## config.mk

```make
export PLATFORM = sky130hd
export DESIGN_NAME = bcd2bin_seq_flat
export DESIGN_NICKNAME = d
export VERILOG_FILES = /design/src/rtl/bcd2bin_seq_if.sv /design/src/rtl/bcd2bin_seq.sv /design/src/flat_wrapper.sv
export SDC_FILE = /design/constraint.sdc
export NUM_CORES = 1
export LEC_CHECK = 0
export BUFFER_PORTS_ARGS = -buffer_cell sky130_fd_sc_hd__buf_2
export CORE_MARGIN = 10
export CORE_UTILIZATION = 40
export CTS_CLUSTER_SIZE = 30
export DETAILED_ROUTE_END_ITERATION = 7
export HOLD_SLACK_MARGIN = 0.12
export RECOVER_POWER = 25
export SYNTH_ARGS = -nofsm -noshare
export SYNTH_HDL_FRONTEND = slang
export SYNTH_SLANG_ARGS = --single-unit
```

## constraint.sdc

```tcl
create_clock -name clk -period 2.7 [get_ports clk]
set_input_delay 0.405 -clock clk [delete_from_list [all_inputs] [get_ports clk]]
set_output_delay 0.405 -clock clk [all_outputs]
set_load 0.01 [all_outputs]
```

## src/rtl/bcd2bin_seq_if.sv

```systemverilog
// Handshake bundle between the BCD entry logic (master) and the
// sequential BCD-to-binary converter (slave).
interface bcd2bin_seq_if #(
  parameter int DIGITS = 4,
  parameter int OUT_W  = 14
);
  logic                  start;
  logic [4*DIGITS-1:0]   bcd_in;
  logic                  busy;
  logic                  done;
  logic [OUT_W-1:0]      bin_out;
  logic                  err;

  modport master (
    output start,
    output bcd_in,
    input  busy,
    input  done,
    input  bin_out,
    input  err
  );

  modport slave (
    input  start,
    input  bcd_in,
    output busy,
    output done,
    output bin_out,
    output err
  );
endinterface

```

## src/rtl/bcd2bin_seq.sv

```systemverilog
// Sequential BCD-to-binary converter: folds one BCD digit per clock,
// most significant first, with acc = acc*10 + digit (shift-add, no multiplier).
module bcd2bin_seq #(
  parameter int DIGITS = 4,
  parameter int OUT_W  = 14
) (
  input  logic              clk,
  input  logic              rst,
  bcd2bin_seq_if.slave      bus
);

  localparam int SR_W  = 4 * DIGITS;
  localparam int CNT_W = (DIGITS > 1) ? $clog2(DIGITS) : 1;
  localparam logic [CNT_W-1:0] CNT_LAST = CNT_W'(DIGITS - 1);

  generate
    if (DIGITS < 1 || DIGITS > 8) begin : g_bad_digits
      $error("bcd2bin_seq: DIGITS must be in 1..8");
    end
  endgenerate

  typedef enum logic {
    S_IDLE = 1'b0,
    S_CONV = 1'b1
  } state_t;

  state_t              state_q, state_d;
  logic [SR_W-1:0]     sr_q, sr_d;
  logic [OUT_W-1:0]    acc_q, acc_d;
  logic [CNT_W-1:0]    cnt_q, cnt_d;
  logic                err_acc_q, err_acc_d;
  logic [OUT_W-1:0]    bin_q, bin_d;
  logic                err_q, err_d;
  logic                done_q, done_d;

  logic [3:0]          digit;
  logic [OUT_W-1:0]    acc_next;
  logic                err_next;

  // x*10 as (x<<3)+(x<<1); the result wraps modulo 2^OUT_W.
  function automatic logic [OUT_W-1:0] mul10(input logic [OUT_W-1:0] x);
    mul10 = (x << 3) + (x << 1);
  endfunction

  function automatic logic [OUT_W-1:0] fold_digit(input logic [OUT_W-1:0] a,
                                                  input logic [3:0]       d);
    fold_digit = mul10(a) + OUT_W'(d);
  endfunction

  always_comb begin
    digit    = sr_q[SR_W-1 -: 4];
    acc_next = fold_digit(acc_q, digit);
    err_next = err_acc_q | (digit > 4'd9);
  end

  always_comb begin
    state_d   = state_q;
    sr_d      = sr_q;
    acc_d     = acc_q;
    cnt_d     = cnt_q;
    err_acc_d = err_acc_q;
    bin_d     = bin_q;
    err_d     = err_q;
    done_d    = 1'b0;

    unique case (state_q)
      S_IDLE: begin
        if (bus.start) begin
          sr_d      = bus.bcd_in;
          acc_d     = '0;
          cnt_d     = '0;
          err_acc_d = 1'b0;
          state_d   = S_CONV;
        end
      end
      S_CONV: begin
        acc_d     = acc_next;
        err_acc_d = err_next;
        sr_d      = sr_q << 4;
        cnt_d     = cnt_q + CNT_W'(1);
        // Last digit: publish the result directly from the fold, not from acc_q.
        if (cnt_q == CNT_LAST) begin
          bin_d   = acc_next;
          err_d   = err_next;
          done_d  = 1'b1;
          cnt_d   = '0;
          state_d = S_IDLE;
        end
      end
      default: state_d = S_IDLE;
    endcase
  end

  always_ff @(posedge clk or posedge rst) begin
    if (rst) begin
      state_q   <= S_IDLE;
      sr_q      <= '0;
      acc_q     <= '0;
      cnt_q     <= '0;
      err_acc_q <= 1'b0;
      bin_q     <= '0;
      err_q     <= 1'b0;
      done_q    <= 1'b0;
    end else begin
      state_q   <= state_d;
      sr_q      <= sr_d;
      acc_q     <= acc_d;
      cnt_q     <= cnt_d;
      err_acc_q <= err_acc_d;
      bin_q     <= bin_d;
      err_q     <= err_d;
      done_q    <= done_d;
    end
  end

  assign bus.busy    = (state_q == S_CONV);
  assign bus.done    = done_q;
  assign bus.bin_out = bin_q;
  assign bus.err     = err_q;

endmodule

```

## src/flat_wrapper.sv

```systemverilog
// flat-port wrapper written by rule: the top's interface ports become plain ports
module bcd2bin_seq_flat 
#(
  parameter int DIGITS = 4,
  parameter int OUT_W  = 14
)
  (clk, rst, bus_start, bus_bcd_in, bus_busy, bus_done, bus_bin_out, bus_err);
  bcd2bin_seq_if #(.DIGITS(DIGITS), .OUT_W(OUT_W)) bus_i ();
  input  logic clk;
  input  logic rst;
  input wire logic [$bits(bus_i.start)-1:0] bus_start;
  input wire logic [$bits(bus_i.bcd_in)-1:0] bus_bcd_in;
  output wire logic [$bits(bus_i.busy)-1:0] bus_busy;
  output wire logic [$bits(bus_i.done)-1:0] bus_done;
  output wire logic [$bits(bus_i.bin_out)-1:0] bus_bin_out;
  output wire logic [$bits(bus_i.err)-1:0] bus_err;
  assign bus_i.start = bus_start;
  assign bus_i.bcd_in = bus_bcd_in;
  assign bus_busy = bus_i.busy;
  assign bus_done = bus_i.done;
  assign bus_bin_out = bus_i.bin_out;
  assign bus_err = bus_i.err;
  bcd2bin_seq #(.DIGITS(DIGITS), .OUT_W(OUT_W)) u_core (.clk(clk), .rst(rst), .bus(bus_i));
endmodule
```

==> impl_metrics.tcl, run 1 <==
set metrics [dict create \
    status "finished, final reports clean" \
    synthTopCellsByCount "dfrtp_1, nand2_1, o21ai_0" \
    grt_pass1_wl_um 9900 \
    coreArea_um2 6420 \
    overflow 0 \
    die_height_um 102 \
    grt_start_max_net_pins 48 \
    critPathLaunchType "flop" \
    synth_seq_cells 49 \
    syn_area_um2 2670 \
    worstPathArrival_ps 2820 \
    fin_tns_setup_ps 0 \
    drive_gt1_share_pct 18.4 \
    synth_mux_area_share_pct 6.84 \
    synth_top_family_by_area "compound AO/OA/AOI/OAI gates" \
    vias 2016 \
    ys_warn_count 0 \
    wl_um 5830 \
    power.density_nw_per_um2 1290 \
    first_global_vias 2032 \
    hold_path.class "in -> reg" \
    crit_start "u_core.sr_q[15]" \
    tightest_slew_ps 785 \
    hold_ws_ps 321 \
    met3_usage_pct 3.34 \
    synth_xor_area_share_pct 1.97 \
    numCtsBuffers 5 \
    period_share_pct 95.5 \
    worst-setup-path-type "reg -> reg" \
    synth_ff_type "dfrtp_1" \
    yosysTopAreaCell "dfrtp_1" \
    finalClockSkew_ps 14.8 \
    finalNetCount 347 \
    antenna_found_initial 0 \
    grt_use_met1_pct 16.2 \
    end_kind "flop" \
    rrSetupSlack_ps 120 \
    track_usage_pct 11.9 \
    achievable-frequency_ghz 0.388 \
    grtUsageMet2_pct 18.0 \
    cts_tree "yes" \
    first_iter_violations 107 \
    syn2layout_area_growth_pct 14.6 \
    cp_max_fo 5 \
    hold_viol_final 0 \
    whs_endpoint "u_core.sr_q[3]" \
    clock_sinks 49 \
    holdPathStages 3 \
    postRouteAntennaNets 0 \
    post-synth-top-count-cell "dfrtp_1" \
    routedWlPerCell_um 15.3 \
    diodes 0 \
    max_slew_margin_pct 47.6 \
    finalSetupViolCount 0 \
    p_leak_nw 1.60 \
    root_buffer "clkbuf_8" \
    ys_top_cells_by_area "dfrtp_1, ha_1, nand2_1, mux2i_1, o21ai_0" \
    synth_top_area_share_pct 45.9 \
    rsz0062_at_grt "true" \
    viasPerCell 5.29 \
    max-clock-path-buffers 2 \
    fp.dieW_um 102 \
    async_reset_ff_share_pct 100 \
    synth-seq-area-share_pct 45.9 \
    peakVddDrop_mv 0.435 \
    dieArea_um2 10300 \
    r2r-end "u_core.bus.bin_out[9]" \
    htreeDepth 2 \
    io_pins 36 \
    clk_latency_ps 320 \
    gp_congestion 0.842 \
    avgSynthCellArea_um2 10.1 \
    initial_core_util_pct 41.6 \
    clk_pin_slew_ps 110 \
    port_buffers 35 \
    worstPathRequired_ps 2950 \
    ys_types 41 \
    yosys.area_share.adder_pct 12.3 \
    finalMaxSlewViolations 0 \
    drc 0 \
    hold_start "bus_bcd_in[3]" \
    synth_edf_count 0 \
    period_needed_ps 2580 \
    yosys.area_share.simple_pct 13.7 \
    synth_compound_area_share_pct 15.7 \
    busiest_layer "met2" \
    r2r_start "u_core.sr_q[15]" \
    drt_first_pass_iters 5 \
    netlist_instances 265 \
    drv_cap 0 \
    rows 29 \
    r2r_cells 9 \
    hpwl_um 4340 \
    synth_nets 309 \
]
## area by class of cell
class / count / area (um2)
Fill cell: 604 / 3360
Multi-Input combinational cell: 193 / 1370
Sequential cell: 49 / 1230
Timing Repair Buffer: 42 / 230
Tap cell: 77 / 96.3
Clock buffer: 5 / 68.8
Inverter: 12 / 45.0
Clock inverter: 3 / 28.8
## per-stage QoR
| stage | area, um2 | setup WS (ps) | std cells | total power (W) | utilization [%] |
|---|---|---|---|---|---|
| after floorplan | 2670 | 190 | 265 | 0.00291 | - |
| after detailed placement | 2930 | 53.1 | 371 | 0.00345 | 45.6 |
| final | 3060 | 122 | 381 | 0.00395 | 47.7 |
| after global placement | 2930 | 131 | 371 | 0.00341 | 45.6 |
| after global routing | 3060 | 1.78 | 381 | 0.00437 | 47.7 |
| after CTS | 3040 | 43.2 | 380 | 0.00394 | 47.3 |
## repair_timing
item | CTS | global route
endpoints found under the setup margin | 0 | 2
hold endpoints to repair | 19 | 0
setup buffers | 0 | 1
hold buffers | 1 | 0
resized for setup | 0 | 6
## critical path, stage by stage (launching register included)
cell     delay, ps
dfrtp_1        380
inv_2           50
fa_2           580
inv_1           50
ha_1           270
a21o_1         170
and4_4         210
o21a_4         220
or4_1          460
nand3_1        110
## state kept, by name (all words and copies together), names as in the netlist
register / count
u_core.bus.done: 1
u_core.bus.err: 1
u_core.bus.busy: 1
u_core.sr_q: 16
u_core.cnt_q: 2
u_core.err_acc_q: 1
u_core.acc_q: 13
u_core.bus.bin_out: 14
## cell usage in the layout (no fill, tap or decap), drive strengths merged, types with 2 or more instances in the layout
cell     instances
fa               2
or4              2
xor2             2
dfrtp           49
o31ai            5
and2             2
a22o             5
inv             14
nand3            5
a211o            2
a31o             4
and3             3
nor3             3
clkbuf           5
mux2i           16
buf             41
o21ai           24
mux2             2
a21o             7
nand2           43
o21a             2
and4             2
xnor2            4
nor2            14
ha              23
o2111ai          3
or3              2
a21oi            5
a31oi            2
## metal layers
metal,vias to the layer above,routed length (um),share of wire (%)
met2,46,2630,45
met3,8,340,5.8
met4,0,67,1.1
met1,938,2790,48
li1,1024,-,-
met5,-,0,0
## worst max-delay path by stage
stage,cells past startpoint,endpoint
2_1_floorplan,9,u_core.bus.bin_out[9]
3_3_place_gp,9,u_core.acc_q[9]
3_5_place_dp,9,u_core.bus.bin_out[9]
4_1_cts,9,u_core.bus.bin_out[9]
5_1_grt,9,u_core.bus.bin_out[9]
6_report,9,u_core.bus.bin_out[9]
## cell families (layout without fill, tap and decap cells)
kind of cell / count (synthesis) / count (layout)
buffers and inverters: 23 / 62
DFF: 49 / 49
muxes: 18 / 18
adders and majority gates: 25 / 25
AOI/OAI and AO/OA: 63 / 63
and+or+nand+nor: 81 / 81
xor gates and xnor gates: 6 / 6
## where the power goes
part / total, W / switching (W) / internal (W)
Sequential: 0.00127 / 0.000204 / 0.00106
Combinational: 0.00221 / 0.00126 / 0.000956
Clock: 0.000471 / 0.000277 / 0.000194
Total: 0.00395 / 0.00174 / 0.00221
No activity file was read; power rests on OpenSTA's default activity.
==> inputs of run 2 (changes only) <==
Clock period 2.7 ns to 2.5 ns, I/O delays scaled along.
==> impl_metrics.tcl, run 2 (synthesis results as in run 1) <==
set metrics [dict create \
    status "finished, final reports clean" \
    largest_register_ffs 16 \
    max-clock-path-buffers 2 \
    finalClockSkew_ps 11.8 \
    p_leak_nw 1.66 \
    final_common_cell "dfrtp_1" \
    drv_cap 0 \
    rows 29 \
    peakVddDrop_mv 0.428 \
    pwr-share-comb_pct 58.0 \
    finalMaxSlewViolations 0 \
    power.density_nw_per_um2 1410 \
    r2r-end "u_core.acc_q[11]" \
    seq_power_share_pct 30.7 \
    hold_ws_ps 294 \
    first_global_vias 2193 \
    end_kind "flop" \
    worstPathRequired_ps 2720 \
    cp_max_fo 3 \
    hpwl_um 4460 \
    antenna_found_initial 0 \
    tightest_slew_ps 1250 \
    postRouteAntennaNets 0 \
    finalNetCount 359 \
    root_buffer "clkbuf_8" \
    clk_pin_slew_ps 110 \
    rsz0062_at_grt "true" \
    vias 2079 \
    worst-setup-path-type "reg -> reg" \
    cts_tree "yes" \
    initial_core_util_pct 41.6 \
    finalSetupViolCount 0 \
    diodes 0 \
    hold_path.class "in -> reg" \
    achievable-frequency_ghz 0.403 \
    final_area_um2 3180 \
    dieArea_um2 10300 \
    r2r_start "u_core.acc_q[0]" \
    port_buffers 35 \
    numCtsBuffers 5 \
    place_area_um2 3010 \
    max_slew_margin_pct 16.9 \
    drc 0 \
    fp.dieW_um 102 \
    clk_latency_ps 320 \
    crit_start "u_core.acc_q[0]" \
    post-place-ws_ps -61.3 \
    crit_path_end "u_core.acc_q[11]" \
    wl_met1_um 3060 \
    layout_common_cells "dfrtp_1, nand2_1, buf_2" \
    grt_pass1_wl_um 10400 \
    viasPerCell 5.29 \
    top_layer "met4" \
    drt_first_pass_iters 4 \
    swShare_pct 43.8 \
    track_usage_pct 12.6 \
    htreeDepth 2 \
    p_clk_share_pct 11.3 \
    io_pins 36 \
    gp_congestion 0.853 \
    die_height_um 102 \
    hold_viol_final 0 \
    largest-register "u_core.sr_q" \
    critPathLaunchType "flop" \
    first_iter_violations 120 \
    period_needed_ps 2480 \
    grt_start_max_net_pins 50 \
    overflow 0 \
    rrSetupSlack_ps 20 \
    holdPathStages 3 \
    clock_sinks 49 \
    wl_met3_um 344 \
    worstPathArrival_ps 2700 \
    wl_met2_um 2650 \
    power.internal_w 0.00253 \
    utilization_pct 49.6 \
    finalPower_w 0.00450 \
    syn2layout_area_growth_pct 19.2 \
    r2r_cells 10 \
    final.setup.worst_slack_ps 16.7 \
    wl_um 6160 \
    routedWlPerCell_um 15.7 \
    p_sw_w 0.00197 \
    period_share_pct 99.3 \
    coreArea_um2 6420 \
    drive_gt1_share_pct 23.1 \
]
run 2: cell types whose count changed in the layout (fill, tap and decap cells not counted), sizes merged:
cell / change
clkbuf: +1
buf: +11
clkinvlp: +1
clkinv: -1
run 2: metrics by stage:
step / instances / setup TNS, ps
2_1_floorplan: 265 / 0
6_report: 393 / 0
3_5_place_dp: 380 / -149
3_3_place_gp: 380 / 0
5_1_grt: 393 / -427
4_1_cts: 391 / 0
run 2: how the worst min path moves through the flow:
stage                     slack, ps            from               endpoint
after floorplan                 450  u_core.sr_q[0]         u_core.sr_q[4]
after global placement          440             rst         u_core.bus.err
after detailed placement        440             rst  u_core.bus.bin_out[8]
after CTS                       280   bus_bcd_in[1]         u_core.sr_q[1]
after global routing            310   bus_bcd_in[3]         u_core.sr_q[3]
final                           290   bus_bcd_in[1]         u_core.sr_q[1]
run 2: layer usage:
layer  global-route usage (%)  vias to the layer above
li1                         -                     1044
met1                     16.7                      984
met2                     18.9                       43
met3                     3.54                        8
met4                     4.95                        0
met5                        0                        -
run 2: layout make-up:
cell class	instances	area, um2
inverters	12	45.0
clock inverters	3	25.0
flip-flops and latches	49	1230
multi-input cells	193	1400
well taps	77	96.3
repair buffers	54	322
fillers	601	3240
clock buffers	5	68.8
run 2: what timing repair did:
item                                    CTS  global route
pin swaps                                 6             4
hold endpoints to repair                 49             0
gates resized for setup                   3            10
buffers inserted                          2             2
hold buffers                              1             0
endpoints found under the setup margin    8            11
run 2: power groups by stage:
stage / logic (W) / registers (W) / clock network (W)
3_3_place_gp: 0.00242 / 0.00139 / 0
3_5_place_dp: 0.00247 / 0.00139 / 0
6_report: 0.00261 / 0.00138 / 0.000507
5_1_grt: 0.00296 / 0.00144 / 0.000549
4_1_cts: 0.00251 / 0.00138 / 0.000530
2_1_floorplan: 0.00176 / 0.00139 / 0
run 2: worst max-delay path, stage by stage, from the launching register on:
cell and delay (ps):
dfrtp_1 370, inv_2 50, fa_1 590, inv_1 60, ha_1 280, a21o_1 170
and4_4 190, buf_6 110, o211ai_1 210, a21boi_1 120, o31ai_1 250
==> inputs of run 3 (changes only) <==
Settings changed: CORE_ASPECT_RATIO set to 0.9, CORE_MARGIN 10 to not set.
==> impl_metrics.tcl, run 3 (synthesis results as in run 1) <==
set metrics [dict create \
    cp_max_fo 4 \
    fp.dieW_um 88.1 \
    peakVddDrop_mv 0.728 \
    clock_sinks 49 \
    port_buffers 35 \
    diodes 0 \
    gp_congestion 0.885 \
    drt_first_pass_iters 4 \
    cts_tree "yes" \
    hold_viol_final 0 \
    finalPower_w 0.00462 \
    wl_um 5760 \
    htreeDepth 2 \
    drive_gt1_share_pct 21.6 \
    track_usage_pct 18.0 \
    worst-setup-path-type "reg -> reg" \
    crit_slowest_cell "fa_1" \
    hpwl_um 4020 \
    cpPeakStageDelay_ps 580 \
    tightest_slew_ps 1220 \
    p_leak_nw 1.65 \
    stdcell_count 397 \
    grt_start_max_net_pins 50 \
    hold_path.class "in -> reg" \
    period_share_pct 98.9 \
    postRouteAntennaNets 0 \
    worstPathRequired_ps 2750 \
    first_global_vias 1979 \
    io_pins 36 \
    finalNetCount 353 \
    status "finished, final reports clean" \
    worstPathArrival_ps 2720 \
    dieArea_um2 7010 \
    max_slew_margin_pct 18.9 \
    initial_core_util_pct 42.5 \
    period_needed_ps 2470 \
    overflow 0 \
    antenna_found_initial 0 \
    power.density_nw_per_um2 1460 \
    crit_family "adder cells" \
    end_kind "flop" \
    viasPerCell 5.15 \
    coreArea_um2 6280 \
    root_buffer "clkbuf_8" \
    dp_cells 388 \
    finalMaxSlewViolations 0 \
    rsz0062_at_grt "true" \
    finalSetupViolCount 0 \
    clk_latency_ps 300 \
    first_iter_violations 213 \
    finalClockSkew_ps 8.32 \
    routedWlPerCell_um 14.5 \
    achievable-frequency_ghz 0.404 \
    max-clock-path-buffers 2 \
    syn2layout_area_growth_pct 18.9 \
    largest_register_ffs 16 \
    drc 0 \
    crit_buf_inv 2 \
    critPathLaunchType "flop" \
    layout_common_cells "dfrtp_1, nand2_1, buf_2" \
    largest-register "u_core.sr_q" \
    vias 2043 \
    numCtsBuffers 5 \
    grt_pass1_wl_um 9580 \
    rows 27 \
    clk_pin_slew_ps 90 \
    die_height_um 79.5 \
    crit_chain "inv_2 > fa_1 > inv_1 > ha_1 > a21o_1 > and4_4 > o21a_1 > or4_1 > nand3_1" \
    drv_cap 0 \
    final_common_cell "dfrtp_1" \
]
run 3: metrics by stage:
stage          hold slack, ps  setup slack [ps]  utilization, %  cell area [um2]  TNS (ps)
2_1_floorplan             449              34.7               -             2670         0
6_report                  304              27.2            50.5             3180         0
3_3_place_gp              453              7.92            47.7             3000         0
5_1_grt                   293             -86.8            50.5             3180      -412
4_1_cts                   245             -23.4            49.9             3140     -23.4
3_5_place_dp              461             -19.3            47.7             3000     -29.1
run 3: path summary, 6_finish.rpt:
kind	slack [ps]	to	from	cells after the start
min	300	u_core.sr_q[2]	bus_bcd_in[2]	3
max	30	u_core.acc_q[9]	u_core.sr_q[15]	9
min reg2reg	470	u_core.bus.bin_out[2]	u_core.bus.bin_out[2]	2
max reg2reg	30	u_core.acc_q[9]	u_core.sr_q[15]	9
min in group asynchronous	440	u_core.acc_q[12]	rst	3
max in group asynchronous	1300	u_core.bus.bin_out[4]	rst	3
run 3: tightest hold or removal path: cells and delay by family:
| family | cells | cell delay [ps] |
|---|---|---|
| mux | 1 | 50 |
| simple gates | 1 | 70 |
| buf+inv | 1 | 70 |
run 3: power by group:
group	switching, W	internal (W)
combinational	0.00144	0.00114
clock	0.000267	0.000397
sequential	0.000231	0.00115
total	0.00194	0.00269
run 3: final cells by class:
| type | instances | area [um2] |
|---|---|---|
| Sequential cell | 49 | 1230 |
| Multi-Input combinational cell | 193 | 1390 |
| Clock buffer | 5 | 68.8 |
| Fill cell | 603 | 3110 |
| Clock inverter | 3 | 65.1 |
| Tap cell | 87 | 109 |
| Inverter | 12 | 45.0 |
| Timing Repair Buffer | 48 | 270 |
run 3: metal layers:
layer  wire [um]  GRT usage (%)  up-vias
li1            -              -     1031
met2        2390           25.7       50
met5           0              0        -
met1        3020           26.5      950
met3         264           4.65       12
met4          89           5.81        0
run 3: what timing repair did:
item,in CTS,in global routing
resized for setup,1,10
pin swaps,4,6
setup endpoints to repair,2,13
setup buffers,1,1
hold buffers,0,0
